==> src/rtl/debug_pkg.sv <==
// Shared definitions for the debug FSM family: command bytes, state encodings, count width.
// Latency: n/a (constants and types only).
// Backpressure: n/a.
package debug_pkg;

  // UART command bytes understood by the debug unit
  localparam logic [7:0] DBG_CMD_LOAD     = 8'h01;
  localparam logic [7:0] DBG_CMD_FAST     = 8'h02;
  localparam logic [7:0] DBG_CMD_STEP_MOD = 8'h03;
  localparam logic [7:0] DBG_CMD_STEP     = 8'h04;
  localparam logic [7:0] DBG_CMD_EXIT     = 8'h05;

  // Width of the clk_count field carried in the send frame
  localparam int DBG_CLK_COUNT_W = 32;

  // Top-level debug FSM states
  typedef enum logic [2:0] {
    DBG_IDLE,
    DBG_LOAD,
    DBG_FAST,
    DBG_STEP,
    DBG_WAIT_STEP,
    DBG_SEND
  } dbg_state_t;

  // Step-mode controller states
  typedef enum logic [2:0] {
    ST_IDLE,
    ST_START_SEND,
    ST_WAIT_SEND,
    ST_WAIT_CMD,
    ST_STEP,
    ST_DONE
  } step_state_t;

endpackage

==> src/rtl/fsm_step_ctrl.sv <==
// Step-mode controller: one pipeline clock per UART step command, full dump after each step.
// Latency: rx strobe -> os_step next cycle; os_start_send one cycle after os_step; send_done -> os_done next cycle.
// Backpressure: none; rx/start/send_done strobes arriving in the wrong state are dropped, not buffered.
module fsm_step_ctrl
  import debug_pkg::*;
#(
  parameter logic [7:0] CMD_STEP      = DBG_CMD_STEP,
  parameter logic [7:0] CMD_EXIT      = DBG_CMD_EXIT,
  parameter int         CNT_W         = DBG_CLK_COUNT_W,
  parameter bit         SEND_ON_START = 1'b1
) (
  input  logic             clk,
  input  logic             rst,
  input  logic             is_start,
  input  logic [7:0]       i_rx_data,
  input  logic             is_rx_done,
  input  logic             is_send_done,
  input  logic             is_stop_pipe,
  output logic             os_step,
  output logic             os_start_send,
  output logic             os_done,
  output logic [CNT_W-1:0] o_clk_count
);

  localparam logic [CNT_W-1:0] CNT_ONE = {{(CNT_W-1){1'b0}}, 1'b1};

  step_state_t state;
  logic        stop_latch;

  // Single state register; every output is set on the edge that enters the
  // state it belongs to, so pulses line up exactly with their state cycle.
  always_ff @(posedge clk or posedge rst) begin
    if (rst) begin
      state         <= ST_IDLE;
      os_step       <= 1'b0;
      os_start_send <= 1'b0;
      os_done       <= 1'b0;
      o_clk_count   <= '0;
      stop_latch    <= 1'b0;
    end else begin
      os_step       <= 1'b0;
      os_start_send <= 1'b0;
      os_done       <= 1'b0;

      // Stop is sticky for the whole session; the IDLE branch clears it on start.
      if (state != ST_IDLE && is_stop_pipe) begin
        stop_latch <= 1'b1;
      end

      case (state)
        ST_IDLE: begin
          if (is_start) begin
            o_clk_count <= '0;
            stop_latch  <= 1'b0;
            if (SEND_ON_START) begin
              state         <= ST_START_SEND;
              os_start_send <= 1'b1;
            end else begin
              state <= ST_WAIT_CMD;
            end
          end
        end

        ST_WAIT_CMD: begin
          if (is_rx_done) begin
            if (i_rx_data == CMD_STEP) begin
              // Uses the latch value from before this cycle, so a stop that
              // coincides with the command still lets the step through.
              if (!stop_latch) begin
                state   <= ST_STEP;
                os_step <= 1'b1;
                if (o_clk_count != '1) begin
                  o_clk_count <= o_clk_count + CNT_ONE;
                end
              end else begin
                state   <= ST_DONE;
                os_done <= 1'b1;
              end
            end else if (i_rx_data == CMD_EXIT) begin
              state   <= ST_DONE;
              os_done <= 1'b1;
            end
          end
        end

        ST_STEP: begin
          // Dump one cycle after the step edge so pipe outputs have settled.
          state         <= ST_START_SEND;
          os_start_send <= 1'b1;
        end

        ST_START_SEND: begin
          state <= ST_WAIT_SEND;
        end

        ST_WAIT_SEND: begin
          if (is_send_done) begin
            if (stop_latch) begin
              state   <= ST_DONE;
              os_done <= 1'b1;
            end else begin
              state <= ST_WAIT_CMD;
            end
          end
        end

        ST_DONE: begin
          state <= ST_IDLE;
        end

        default: begin
          state <= ST_IDLE;
        end
      endcase
    end
  end

endmodule
==> config.mk <==
export PLATFORM = sky130hd
export DESIGN_NAME = fsm_step_ctrl
export DESIGN_NICKNAME = d
export VERILOG_FILES = /design/src/rtl/debug_pkg.sv /design/src/rtl/fsm_step_ctrl.sv
export SDC_FILE = /design/constraint.sdc
export NUM_CORES = 1
export LEC_CHECK = 0
export ABC_AREA = 1
export CORE_MARGIN = 5
export CORE_UTILIZATION = 58
export DETAILED_ROUTE_END_ITERATION = 10
export PLACE_DENSITY = 0.94
export RECOVER_POWER = 100
export SLEW_MARGIN = 5
export SYNTH_ARGS = -nofsm -noshare
export SYNTH_HDL_FRONTEND = slang
export SYNTH_SLANG_ARGS = --single-unit
==> constraint.sdc <==
create_clock -name clk -period 5.08 [get_ports clk]
set_input_delay 0.508 -clock clk [delete_from_list [all_inputs] [get_ports clk]]
set_output_delay 0.508 -clock clk [all_outputs]
set_load 0.03 [all_outputs]
==> metrics <==
H-tree Lvls 2; drt pass-1 iters 8; Leakage 1.675 nW; RSZ-0062 raised after global routing no; layout cell share with drive strength beyond 1 0.05078; GPL Wtd Cong 0.9203; commonest non-fill, non-tap cell in the layout nand2_1; Cells after DPL 572; Final Skew 0.004855 ns; syn_nets 480; Total Nets Final 527; Peak VDD IR 0.0004619 V; initial core utilization 0.6086; die area 0.006539 mm²; first-pass GRT wire length 13570 µm; drt drc 0; Synth cell types 33; post-CTS setup buffers 0; Inserted Diodes 0; MaxCap Viol Count 1; die height 80.87 µm; Critical Path Source Type register; commonest non-fill, non-tap cells in the layout 202 x nand2_1, 94 x nor2_1, 39 x inv_1, 39 x dfrtp_1, 37 x dlygate4sd3_1; hold_buf cts 0; Avg Inst Size Synth 6.264 µm²; Slew headroom -0.4295; Final min period 3.297 ns; critical setup path kind register to register; core area 0.004786 mm²; WP data arrival 3.47 ns; # setup viols final 0; pin count of the biggest net entering global routing 40; failing checks capacitance limit, slew limit; Post-CTS Resized 0; global route overflow 0; fin crit share 0.6490; Die Wd 80.87 µm; TritonCTS sink count 39; Fin. Hold Viols 0; Hold WC Path Type register to register; Iter 0 DRT Violations 279; via count 3067; Max Root-Sink Buffers 2; PortBufs 48; area added between synthesis and finish 18.86%; endpoint class of the critical path register; Skew-Pair Late Insertion Delay 0.29 ns; Root Driver clkbuf_8; DP HPWL 5670 µm; WL final 7763 µm; post-DR vias/cell 5.297; register bit total from synthesis 39; clock slew at reported path FFs 0.07 ns; setup TNS 0 ns; Avg WL per Cell 13.41 µm; Critical Path RT 5.26 ns; Slew Limit Fails 40; ys async rst share 1.000; synthesized instance count 465; vias in the first global route 2953; PD cells 301.0 mW/mm²; Max Freq 0.3033 GHz; Row Count 25; Finished Layout Cells 579; EDFF count, synth 0; Fin Hold WS 0.5648 ns; initial antenna violation count 0; Boundary Pins 49; yosys warns 0; overall power 1.042 mW; Num CTS Buffers 5; Post-synth top flop dfrtp_1; Final ANT Viol Nets 0; Total Routing Usage GR 0.2631; Mapped Area 0.002913 mm²; Critical Path Fanout Max 32; sequential fraction of the synthesis area 0.3351; worst slew pin tran 2.144 ns; status finished, violations left; CTS tree done; # fillers 403
path summary, 6_finish.rpt:
kind	startpoint	to	slack, ns	cells past startpoint
setup / recovery	state[2]	o_clk_count[11]	1.78	11
hold / removal	o_clk_count[6]	o_clk_count[6]	0.56	2
setup reg to reg	state[2]	o_clk_count[11]	1.78	11
hold reg to reg	o_clk_count[6]	o_clk_count[6]	0.56	2
max in group asynchronous	rst	os_step	2.43	3
min in group asynchronous	rst	o_clk_count[31]	1.43	3
cell usage after synthesis (2+ instances only):
cell type / instances / area share
a21oi_1: 4 / 0.0069
and2_1: 2 / 0.0043
buf_2: 3 / 0.0052
clkbuf_1: 2 / 0.0026
dfrtp_1: 39 / 0.34
inv_1: 35 / 0.045
inv_2: 5 / 0.0064
nand2_1: 191 / 0.25
nand2_2: 14 / 0.030
nand2_4: 3 / 0.012
nand2_8: 3 / 0.021
nand3_1: 32 / 0.055
nor2_1: 93 / 0.12
nor2_2: 4 / 0.0086
nor2_4: 3 / 0.012
nor3_1: 4 / 0.0069
nor3b_1: 2 / 0.0052
o21ai_0: 7 / 0.012
o21bai_1: 3 / 0.0077
xnor2_1: 2 / 0.0060
xor2_1: 2 / 0.0060
state kept, by name (all words and copies together), names as in the netlist:
name,flops
state,3
stop_latch,1
o_clk_count,32
os_step,1
os_start_send,1
os_done,1
layer usage:
layer | global-route usage | vias to the layer above | wire length, µm
li1 | - | 1515 | -
met1 | 0.3403 | 1409 | 3403
met2 | 0.4401 | 125 | 3768
met3 | 0.04545 | 18 | 440
met4 | 0.09628 | 0 | 151
met5 | 0 | - | 0
area by class of cell:
| class | count | area, µm² | area share |
|---|---|---|---|
| timing repair buffer | 49 | 484.2 | 0.1399 |
| inverter | 40 | 150.1 | 0.04337 |
| multi-input combinational | 377 | 1680 | 0.4854 |
| clock inverter | 1 | 5.005 | 0.001446 |
| sequential | 39 | 975.9 | 0.2819 |
| tap | 67 | 83.83 | 0.02421 |
| clock buffer | 6 | 82.58 | 0.02385 |
power by group:
group / total (mW) / internal (mW) / switching, mW
registers: 0.365 / 0.337 / 0.0283
logic: 0.462 / 0.112 / 0.350
clock network: 0.215 / 0.107 / 0.109
kinds of logic (layout without fill, tap and decap cells):
group,after synthesis,in the layout,share of synthesized area
xor gates and xnor gates,4,4,0.01203
DFF,39,39,0.3351
adders and majority gates,1,1,0.004295
buffers and inverters,49,96,0.07775
and+or+nand+nor,355,355,0.5335
AOI/OAI and AO/OA,17,17,0.03737
worst max-delay path, cell delays in order, from the launching register on:
cell and delay, ns:
dfrtp_1 0.36, inv_1 0.09, nand2_1 0.09, inv_1 0.06, nand2_1 0.72, inv_1 0.55
nand2_1 0.24, nand2_1 0.13, inv_1 0.48, nand2_8 0.24, nand2_1 0.14, nand2_1 0.07
through the flow:
stage	setup WS, ns	utilization	cell area, µm²
6_report	1.783	0.7234	3462
5_1_grt	1.586	0.7234	3462
4_1_cts	2.792	0.7305	3496
3_5_place_dp	2.767	0.7122	3408
3_3_place_gp	2.863	0.7122	3408
2_1_floorplan	3.133	-	2913
No activity file was read; power rests on OpenSTA's default activity.
